<file path="config.mk">
export PLATFORM = sky130hd
export DESIGN_NAME = jt49_bus_master
export DESIGN_NICKNAME = d
export VERILOG_FILES = /design/src/rtl/jt49_bus_pkg.sv /design/src/rtl/jt49_cmd_fifo.sv /design/src/rtl/jt49_bus_master.sv
export SDC_FILE = /design/constraint.sdc
export NUM_CORES = 1
export LEC_CHECK = 0
export BUFFER_PORTS_ARGS = -buffer_cell sky130_fd_sc_hd__buf_4
export CAP_MARGIN = 20
export CORE_UTILIZATION = 43
export DETAILED_ROUTE_END_ITERATION = 16
export REMOVE_ABC_BUFFERS = 1
export SETUP_SLACK_MARGIN = 0.05
export SLEW_MARGIN = 20
export SYNTH_ARGS = -nofsm -noshare
export SYNTH_HDL_FRONTEND = slang
export SYNTH_HIERARCHICAL = 1
export SYNTH_SLANG_ARGS = --single-unit
export TNS_END_PERCENT = 5
</file>
<file path="constraint.sdc">
create_clock -name clk -period 4.9 [get_ports clk]
set_input_delay 0.98 -clock clk [delete_from_list [all_inputs] [get_ports clk]]
set_output_delay 0.98 -clock clk [all_outputs]
set_load 0.01 [all_outputs]
</file>
<file path="src/rtl/jt49_bus_pkg.sv">
// Shared types for the jt49 register-bus initiator.
// Latency: n/a (types, constants and a packing helper only).
// Backpressure: n/a.
package jt49_bus_pkg;

  localparam int CMD_W      = 13;
  localparam int CMD_RD_BIT = 12;

  typedef enum logic [2:0] {
    ST_IDLE   = 3'd0,
    ST_SETUP  = 3'd1,
    ST_STROBE = 3'd2,
    ST_HOLD   = 3'd3,
    ST_SAMPLE = 3'd4,
    ST_GAP    = 3'd5
  } state_e;

  // Packed field order yields rd at bit 12, addr at 11:8, data at 7:0.
  typedef struct packed {
    logic       rd;
    logic [3:0] addr;
    logic [7:0] data;
  } cmd_t;

  function automatic logic [CMD_W-1:0] pack_cmd(input logic rd, input logic [3:0] addr,
                                                 input logic [7:0] data);
    cmd_t c;
    c.rd   = rd;
    c.addr = addr;
    c.data = data;
    return c;
  endfunction

endpackage

</file>
<file path="src/rtl/jt49_cmd_fifo.sv">
// Synchronous command FIFO, 2**AW entries of W bits, head visible combinationally.
// Latency: an entry pushed at edge N can be popped at edge N+1.
// Backpressure: full_o is registered; pushes while full and pops while empty are ignored.
module jt49_cmd_fifo #(
  parameter int AW = 3,
  parameter int W  = 13
) (
  input  logic          clk_i,
  input  logic          rst_ni,
  input  logic          push_i,
  input  logic [W-1:0]  push_dat_i,
  input  logic          pop_i,
  output logic [W-1:0]  pop_dat_o,
  output logic          full_o,
  output logic          empty_o,
  output logic [AW:0]   level_o
);

  localparam int          DEPTH   = 1 << AW;
  localparam logic [AW:0] LVL_ONE = (AW+1)'(1);
  localparam logic [AW:0] LVL_MAX = (AW+1)'(DEPTH);

  logic [W-1:0]  mem_q [DEPTH];
  logic [AW-1:0] wptr_q, rptr_q;
  logic [AW:0]   level_q, level_d;
  logic          full_q;
  logic          do_push, do_pop;

  assign do_push   = push_i && !full_q;
  assign do_pop    = pop_i && (level_q != '0);
  assign pop_dat_o = mem_q[rptr_q];
  assign full_o    = full_q;
  assign empty_o   = (level_q == '0);
  assign level_o   = level_q;

  // Occupancy update; simultaneous push and pop leave it unchanged.
  always_comb begin
    level_d = level_q;
    if (do_push && !do_pop) begin
      level_d = level_q + LVL_ONE;
    end else if (!do_push && do_pop) begin
      level_d = level_q - LVL_ONE;
    end
  end

  // Pointers, occupancy and a registered full flag; reset discards all entries.
  always_ff @(posedge clk_i or negedge rst_ni) begin
    if (!rst_ni) begin
      wptr_q  <= '0;
      rptr_q  <= '0;
      level_q <= '0;
      full_q  <= 1'b0;
    end else begin
      if (do_push) wptr_q <= wptr_q + AW'(1);
      if (do_pop)  rptr_q <= rptr_q + AW'(1);
      level_q <= level_d;
      full_q  <= (level_d == LVL_MAX);
    end
  end

  // Storage needs no reset: occupancy alone decides what is valid.
  always_ff @(posedge clk_i) begin
    if (do_push) mem_q[wptr_q] <= push_dat_i;
  end

endmodule

</file>
<file path="src/rtl/jt49_bus_master.sv">
// Turns queued PSG register read/write commands into cs_n/wr_n/addr/data bus cycles.
// Latency: cs_n falls two edges after a command enters an empty FIFO; read data returns SETUP+2 cycles after cs_n falls.
// Backpressure: cmd_ready drops while the command FIFO is full.
module jt49_bus_master
  import jt49_bus_pkg::*;
#(
  parameter int FIFO_AW = 3,
  parameter int SETUP   = 2,
  parameter int STROBE  = 2,
  parameter int HOLD    = 1,
  parameter int CW      = 4
) (
  input  logic               rst_n,
  input  logic               clk,
  input  logic               cmd_valid,
  output logic               cmd_ready,
  input  logic               cmd_rd,
  input  logic [3:0]         cmd_addr,
  input  logic [7:0]         cmd_data,
  output logic [FIFO_AW:0]   cmd_level,
  output logic               busy,
  output logic               rd_valid,
  output logic [7:0]         rd_data,
  output logic [3:0]         bus_addr,
  output logic               bus_cs_n,
  output logic               bus_wr_n,
  output logic [7:0]         bus_dout,
  input  logic [7:0]         bus_din
);

  if (FIFO_AW < 1 || SETUP < 1 || STROBE < 1 || HOLD < 1) begin : g_bad_min
    $error("jt49_bus_master: FIFO_AW, SETUP, STROBE and HOLD must each be at least 1");
  end
  if ((SETUP - 1) >= (1 << CW) || (STROBE - 1) >= (1 << CW) || (HOLD - 1) >= (1 << CW)) begin : g_bad_cw
    $error("jt49_bus_master: CW too narrow for the phase lengths");
  end

  // Counter holds remaining cycles minus one; zero means the phase ends this cycle.
  localparam logic [CW-1:0] SETUP_LD  = CW'(SETUP - 1);
  localparam logic [CW-1:0] STROBE_LD = CW'(STROBE - 1);
  localparam logic [CW-1:0] HOLD_LD   = CW'(HOLD - 1);

  state_e          state_q, state_d;
  logic [CW-1:0]   cnt_q, cnt_d;
  cmd_t            cmd_q, cmd_d, head;
  logic [CMD_W-1:0] head_bits, push_bits;
  logic            fifo_full, fifo_empty, push, pop;

  logic            cs_n_q, wr_n_q, samp_q, pend_q, rd_valid_q;
  logic [3:0]      addr_q;
  logic [7:0]      dout_q, rd_data_q;

  assign cmd_ready = !fifo_full;
  assign push      = cmd_valid && !fifo_full;
  assign push_bits = pack_cmd(cmd_rd, cmd_addr, cmd_data);
  assign head      = cmd_t'(head_bits);
  assign busy      = (state_q != ST_IDLE) || (cmd_level != '0);

  assign bus_cs_n  = cs_n_q;
  assign bus_wr_n  = wr_n_q;
  assign bus_addr  = addr_q;
  assign bus_dout  = dout_q;
  assign rd_data   = rd_data_q;
  assign rd_valid  = rd_valid_q;

  jt49_cmd_fifo #(.AW(FIFO_AW), .W(CMD_W)) u_fifo (
    .clk_i      (clk),
    .rst_ni     (rst_n),
    .push_i     (push),
    .push_dat_i (push_bits),
    .pop_i      (pop),
    .pop_dat_o  (head_bits),
    .full_o     (fifo_full),
    .empty_o    (fifo_empty),
    .level_o    (cmd_level)
  );

  // Next-state: phase sequencing, counter reload on every state entry, FIFO pop in IDLE.
  always_comb begin
    state_d = state_q;
    cnt_d   = (cnt_q == '0) ? cnt_q : cnt_q - CW'(1);
    cmd_d   = cmd_q;
    pop     = 1'b0;
    unique case (state_q)
      ST_IDLE: begin
        if (!fifo_empty) begin
          pop     = 1'b1;
          cmd_d   = head;
          state_d = ST_SETUP;
          cnt_d   = SETUP_LD;
        end
      end
      ST_SETUP: begin
        if (cnt_q == '0) begin
          if (cmd_q.rd) begin
            state_d = ST_SAMPLE;
            cnt_d   = '0;
          end else begin
            state_d = ST_STROBE;
            cnt_d   = STROBE_LD;
          end
        end
      end
      ST_STROBE: begin
        if (cnt_q == '0) begin
          state_d = ST_HOLD;
          cnt_d   = HOLD_LD;
        end
      end
      ST_HOLD: begin
        if (cnt_q == '0) begin
          state_d = ST_GAP;
          cnt_d   = '0;
        end
      end
      ST_SAMPLE: begin
        state_d = ST_GAP;
        cnt_d   = '0;
      end
      ST_GAP: begin
        state_d = ST_IDLE;
        cnt_d   = '0;
      end
      default: begin
        state_d = ST_IDLE;
        cnt_d   = '0;
      end
    endcase
  end

  // FSM state, phase counter and the command being executed.
  always_ff @(posedge clk or negedge rst_n) begin
    if (!rst_n) begin
      state_q <= ST_IDLE;
      cnt_q   <= '0;
      cmd_q   <= '0;
    end else begin
      state_q <= state_d;
      cnt_q   <= cnt_d;
      cmd_q   <= cmd_d;
    end
  end

  // Bus pins registered from the current state, so every bus phase lags its state by one
  // edge and phase lengths carry over unchanged; read data is captured at the end of the
  // bus SAMPLE cycle and flagged valid on the cycle after the capture.
  always_ff @(posedge clk or negedge rst_n) begin
    if (!rst_n) begin
      cs_n_q     <= 1'b1;
      wr_n_q     <= 1'b1;
      addr_q     <= '0;
      dout_q     <= '0;
      samp_q     <= 1'b0;
      pend_q     <= 1'b0;
      rd_data_q  <= '0;
      rd_valid_q <= 1'b0;
    end else begin
      cs_n_q <= !((state_q == ST_SETUP) || (state_q == ST_STROBE) ||
                  (state_q == ST_HOLD)  || (state_q == ST_SAMPLE));
      wr_n_q <= (state_q != ST_STROBE);
      if (state_q == ST_SETUP) begin
        addr_q <= cmd_q.addr;
        dout_q <= cmd_q.data;
      end
      samp_q <= (state_q == ST_SAMPLE);
      if (samp_q) rd_data_q <= bus_din;
      pend_q     <= samp_q;
      rd_valid_q <= pend_q;
    end
  end

endmodule
</file>
==> out/results.txt, run 1 <==
Count of buffers from port buffering: 52
Largest fanout on the critical path: 15
Critical-path cell list: buf_4 > mux4_2 > mux2_2 > mux2_2
Nets: 437
Post-synth top flop: edfxtp_1
Setup crit start: u_fifo/rptr_q[0]
Post-Route Setup TNS: 0 ns
Leakage power: 2.812 nW
Post-CTS sizing: 0
Hold Violations, Final: 0
Peak VDD IR: 0.2540 mV
Slew @ Worst Pin: 1.023 ns
Residual DRC count: 0
Synth async-reset ratio: 35.00%
Crit-path max cell delay: 0.96 ns
Clock root buffer: clkbuf_16
Arr. time, crit path: 2.93 ns
Synth Register Bits: 160
Area Overhead vs Synth: 18.59%
Status: completed
Post-Syn Instances: 341
# diodes: 0
Worst Hold Launch: pend_q
CTS Buf Count: 17
Number of distinct library cells after synthesis: 41
Row count: 44
Yosys warns: 6
Global-route wire length before repair: 17.71 mm
Antenna violations before repair: 0
CTS sink cnt: 160
Via count of the routed design: 3178
Die W: 123.9 microns
GRT Util Overall: 16.51%
Worst slew margin: 31.74%
Most common cell in the netlist: edfxtp_1
WS Path Type: reg2reg
Worst path top cell family by delay: multiplexers
Die Ht: 123.9 microns
GRT overflow: 0
Critical Path Most Common Cell: mux2_2
Detailed router's first-iteration violation count: 112
CP startpoint kind: flip-flop
Longest Clk Path Bufs: 2
I/O pin count: 53
First-pass DRT Iterations: 4
RSZ-0062 raised after global routing: no
Clock slew at the register clock pins of the worst setup and hold paths: 0.06 ns
CTS H-tree lvls: 4
FILL cells: 1184
Reg-to-reg startpoint: u_fifo/rptr_q[0]
Synth Cell Area: 6389 sq um
Met2 WL: 5.862 mm
Clock skew: 0.007023 ns
Multi-input logic area: 1764 sq um
Routed length per instance: 18.94 microns
Layout cells sized above 1: 40.71%
Post-CTS setup buffer count: 0
Routed met3 length: 415 microns
Die area: 15350 sq um
Final HPWL DP: 7.168 mm
Yosys top cell area share: 48.88%
Hold_ws: 0.3641 ns
Final ANT Viol Nets: 0
Total core area: 14530 sq um
Worst skew pair latency: 0.42 ns
Largest net degree at the start of global routing: 57
CTS tree: yes
Sequential-to-total area share from yosys stat: 70.86%
Worst setup EP type: flip-flop
Placer congestion estimate: 0.7392
Vias per Instance: 5.262
Max Slew Vio Count: 0
Routed wire length: 11.44 mm
CP max stage cell: dfrtp_1
Achievable Freq: 380.6 MHz
Power density over cell area: 643.6 nW/um^2
Post-synth top cells: edfxtp_1 (104), dfrtp_1 (54), mux2_2 (38)
CTS Hold Bufs: 0
Post-synth EDFFs: 104
Avg Inst Size Synth: 18.73 sq um
Hold Crit Class: reg2reg
Biggest area consumer among synthesized cells: edfxtp_1
Fin crit share: 53.62%
Max layer used: met4
Buf/Inv on CP: 1
Vias in the first global route: 3226
Clock period minus worst slack: 2.627 ns
Starting Density: 43.96%
M1 WL: 4.966 mm
Synth top area cells: edfxtp_1 (49%), dfrtp_1 (21%), mux4_2 (9.2%)
Setup violators final: 0
Critical Path RT: 5.20 ns
Register area: 4527 sq um
Max Cap Viol: 0
==> power by group <==
part	total (mW)	internal (mW)	switching [mW]
Combinational	1.56	0.869	0.691
Sequential	2.07	1.80	0.272
Clock	1.25	0.761	0.486
Total	4.88	3.43	1.45
==> worst reg2reg max path: stages, from the launching register on <==
cell and delay (ns):
dfrtp_1 0.96, buf_4 0.44, mux4_2 0.57, mux2_2 0.28, mux2_2 0.26
==> cells by family (layout without fill, tap and decap cells) <==
kind of cell | count (synthesis) | count (layout) | share of synthesized area [%]
buf+inv | 25 | 104 | 2.232
compound gates | 16 | 16 | 1.586
fa+ha+maj | 7 | 7 | 1.332
flops | 160 | 160 | 70.86
xor+xnor | 9 | 9 | 1.234
mux | 75 | 75 | 18.16
simple gates | 49 | 49 | 4.602
==> through the flow <==
| step | instances | setup WS (ns) | utilization (%) | total power, mW | area, sq um |
|---|---|---|---|---|---|
| after global routing | 604 | 2.078 | 52.13 | 5.156 | 7576 |
| after floorplan | 327 | 1.747 | - | 3.106 | 6287 |
| final | 604 | 2.273 | 52.13 | 4.876 | 7576 |
| after CTS | 604 | 2.206 | 52.08 | 4.942 | 7570 |
| after detailed placement | 572 | 2.054 | 48.26 | 3.680 | 7014 |
| after global placement | 572 | 2.069 | 48.22 | 3.637 | 7008 |
==> layout make-up <==
cell class	count	share of cell area (%)
Sequential cell	160	59.75
Multi-Input combinational cell	156	23.29
Clock buffer	25	6.144
Timing Repair Buffer	61	6.045
Tap cell	184	3.039
Clock inverter	7	1.189
Inverter	11	0.5450
==> routing by layer <==
layer	up-vias	GRT usage [%]
li1	1449	-
met1	1650	20.64
met2	64	27.26
met3	15	4.441
met4	0	6.771
met5	-	0
==> sequential cells by signal, summed over array words and instances, names as in the netlist <==
name / cells
bus_addr: 4
bus_cs_n: 1
bus_dout: 8
bus_wr_n: 1
cmd_q: 13
cnt_q: 4
pend_q: 1
rd_data: 8
rd_valid: 1
samp_q: 1
state_q: 3
u_fifo/full_o: 1
u_fifo/level_o: 4
u_fifo/mem_q: 104
u_fifo/rptr_q: 3
u_fifo/wptr_q: 3
==> final timing paths <==
check,slack [ns],cells after the start,end
min in group asynchronous,0.63,1,rd_data[4]
max,2.27,4,cmd_q[10]
max in group asynchronous,3.79,1,cmd_q[6]
min reg2reg,0.36,0,rd_valid
min,0.36,0,rd_valid
max reg2reg,2.27,4,cmd_q[10]
==> cells in the final DEF (no fill, tap or decap), types with 2 or more instances in the layout <==
cell type  netlist  layout
a21oi_1          3       3
buf_4            2      61
bufinv_16        0       2
clkbuf_1         4       7
clkbuf_16        0      17
clkinv_2         0       2
dfrtp_1         54      54
dfstp_2          2       2
edfxtp_1       104     104
ha_1             6       6
inv_1           10      10
mux2_2          38      38
mux2_4           7       7
mux2i_1          3       3
mux4_2          26      26
nand2_1          9       9
nand2b_1         4       4
nand3_1          4       4
nand4_1          2       2
nor2_1           8       8
nor2b_1          2       2
nor3_1          11       7
nor3_2           0       2
nor3_4           0       2
o21ai_0          6       6
o22ai_1          2       2
xnor2_1          8       8
(Power assumes the default switching activity.)
==> run 2: changes to the inputs <==
==> constraint.sdc (replaced) <==
create_clock -name clk -period 2.2 [get_ports clk]
set_input_delay 0.44 -clock clk [delete_from_list [all_inputs] [get_ports clk]]
set_output_delay 0.44 -clock clk [all_outputs]
set_load 0.01 [all_outputs]
==> out/results.txt, run 2 (same netlist as run 1, synthesis figures left out) <==
Clock root buffer: clkbuf_16
Achievable Freq: 473.0 MHz (+24%)
Switching pwr: 3.353 mW (+130%)
Clock period minus worst slack: 2.114 ns (-0.5130 ns)
Die area: 15350 sq um (unchanged)
Global-route wire length before repair: 17.64 mm (-0.39%)
Peak VDD IR: 0.6878 mV (+170%)
Power share of the clock group: 25.3% (-0.3 points)
CTS Buf Count: 17 (unchanged)
Setup violators final: 0 (unchanged)
I/O pin count: 53 (unchanged)
Max Slew Vio Count: 0 (unchanged)
Nets: 454 (+3.9%)
Final HPWL DP: 6.561 mm (-8.5%)
Residual DRC count: 0 (unchanged)
Hold Crit Class: in2async
Worst skew pair latency: 0.42 ns (about the same)
Arr. time, crit path: 2.44 ns (-0.49 ns)
Detailed router's first-iteration violation count: 224 (+100%)
Final ANT Viol Nets: 0 (unchanged)
Starting Density: 43.96% (unchanged)
Worst slew margin: 51.25% (+20 points)
Via count of the routed design: 3277 (+3.1%)
Hold Violations, Final: 0 (unchanged)
WS Path Type: reg2reg
Clock slew at the register clock pins of the worst setup and hold paths: 0.06 ns (about the same)
GRT Util Overall: 16.52% (about the same)
CP max stage cell: dfrtp_1
Reg2Reg Depth: 9 (+5)
Dpl ws: 0.1013 ns (-1.953 ns)
Longest Clk Path Bufs: 2 (unchanged)
Status: completed
Row count: 44 (unchanged)
Slew @ Worst Pin: 0.7312 ns (-0.2916 ns)
Routed wire length: 11.45 mm (about the same)
P_int: 7.863 mW (+130%)
CP startpoint kind: flip-flop
Setup WS post-layout: 0.08573 ns (-2.187 ns)
# diodes: 0 (unchanged)
Layout cells sized above 1: 45.31% (+4.6 points)
Post-Route Setup TNS: 0 ns (unchanged)
Max Cap Viol: 0 (unchanged)
Area Overhead vs Synth: 21.76%
Power density over cell area: 1442 nW/um^2 (+120%)
Total core area: 14530 sq um (unchanged)
Vias per Instance: 5.277 (+0.29%)
Design Power: 11.22 mW (+130%)
CTS sink cnt: 160 (unchanged)
Vias in the first global route: 3226 (unchanged)
Hold_ws: 0.07272 ns (-0.2914 ns)
Net Sw Frac: 29.89% (+0.17 points)
Largest net degree at the start of global routing: 57 (unchanged)
Worst setup EP type: flip-flop
Routed length per instance: 18.43 microns (-2.7%)
Largest fanout on the critical path: 7 (-8)
Leakage power: 2.900 nW (+3.2%)
Count of buffers from port buffering: 52 (unchanged)
Crit-path max cell delay: 0.36 ns (-0.60 ns)
Critical Path RT: 2.53 ns (-2.67 ns)
Most frequent cells in the layout: edfxtp_1 (104), buf_4 (74), dfrtp_1 (54), mux2_2 (38), mux4_2 (26)
Power share of the combinational group: 35.2% (+3.2 points)
CTS Hold Bufs: 0 (unchanged)
Fin crit share: 96.10% (+42 points)
Critical-path cell list: inv_2 > ha_4 > or3b_4 > clkinv_4 > nor4_4 > nand2_4 > mux2i_2 > xor2_1 > nor4b_2
CTS H-tree lvls: 4 (unchanged)
Most common cell after layout, fill and taps aside: edfxtp_1
GRT overflow: 0 (unchanged)
Max reg flops: 104 (unchanged)
First-pass DRT Iterations: 4 (unchanged)
RSZ-0062 raised after global routing: yes
Biggest register: u_fifo/mem_q
FILL cells: 1190 (+0.51%)
Die Ht: 123.9 microns (unchanged)
Clock skew: 0.007146 ns (+0.0001228 ns)
Placer congestion estimate: 0.7543 (+2.0%)
Largest regs: u_fifo/mem_q: 104 flops, cmd_q: 13 flops
Reg power frac: 39.5% (-2.9 points)
CTS tree: yes
Antenna violations before repair: 0 (unchanged)
Die W: 123.9 microns (unchanged)
[run 2: layout make-up]
class	instances	area [sq um]	share of cell area [%]
Clock buffer	19	432.9	5.565
Clock inverter	13	138.9	1.785
Sequential cell	160	4527	58.20
Multi-Input combinational cell	156	1768	22.73
Tap cell	184	230.2	2.960
Inverter	11	46.29	0.5951
Timing Repair Buffer	78	635.6	8.171
[run 2: per-stage QoR]
step	cell area, sq um	utilization, %	std cells
2_1_floorplan	6287	-	327
3_3_place_gp	7134	49.09	583
3_5_place_dp	7134	49.09	583
4_1_cts	7709	53.04	615
5_1_grt	7779	53.52	621
6_report	7779	53.52	621
[run 2: timing repair]
action | in CTS | in global routing
setup buffers | 0 | 6
setup endpoints to repair | 1 | 3
pin swaps | 0 | 4
gates resized for setup | 1 | 7
hold endpoints to repair | 0 | 0
[run 2: worst max-delay path, delay by kind of cell (launching register included)]
family | cells | cell delay, ns
buffers and inverters | 2 | 0.13
XOR/XNOR | 1 | 0.22
adder cells (fa/ha/maj) | 1 | 0.15
AND/OR/NAND/NOR | 4 | 0.95
multiplexers | 1 | 0.22
flip-flops | 1 | 0.36
[run 2: power groups by stage]
stage / Combinational [mW] / Clock [mW] / Sequential [mW]
floorplan: 2.20 / 0 / 4.72
global route: 4.30 / 3.00 / 4.53
CTS: 3.87 / 2.90 / 4.44
finish: 3.94 / 2.84 / 4.43
global placement: 3.81 / 0 / 4.47
detailed placement: 3.84 / 0 / 4.50
[run 2: worst paths after layout]
| kind | startpoint | to | slack (ns) |
|---|---|---|---|
| setup / recovery | u_fifo/level_o[1] | u_fifo/full_o | 0.09 |
| hold / removal | rst_n | bus_dout[2] | 0.07 |
| setup reg to reg | u_fifo/level_o[1] | u_fifo/full_o | 0.09 |
| hold reg to reg | pend_q | rd_valid | 0.35 |
| max in group asynchronous | rst_n | cmd_q[11] | 1.63 |
| min in group clk | bus_din[3] | rd_data[3] | 0.25 |
[run 2: metal layers]
metal  track usage [%]  vias to the layer above  share of wire [%]
met1             21.57                     1678                 44
met3             3.938                       24                4.7
met5                 0                        -                  0
li1                  -                     1487                  -
met4             8.780                        0                2.4
met2             25.69                       88                 49
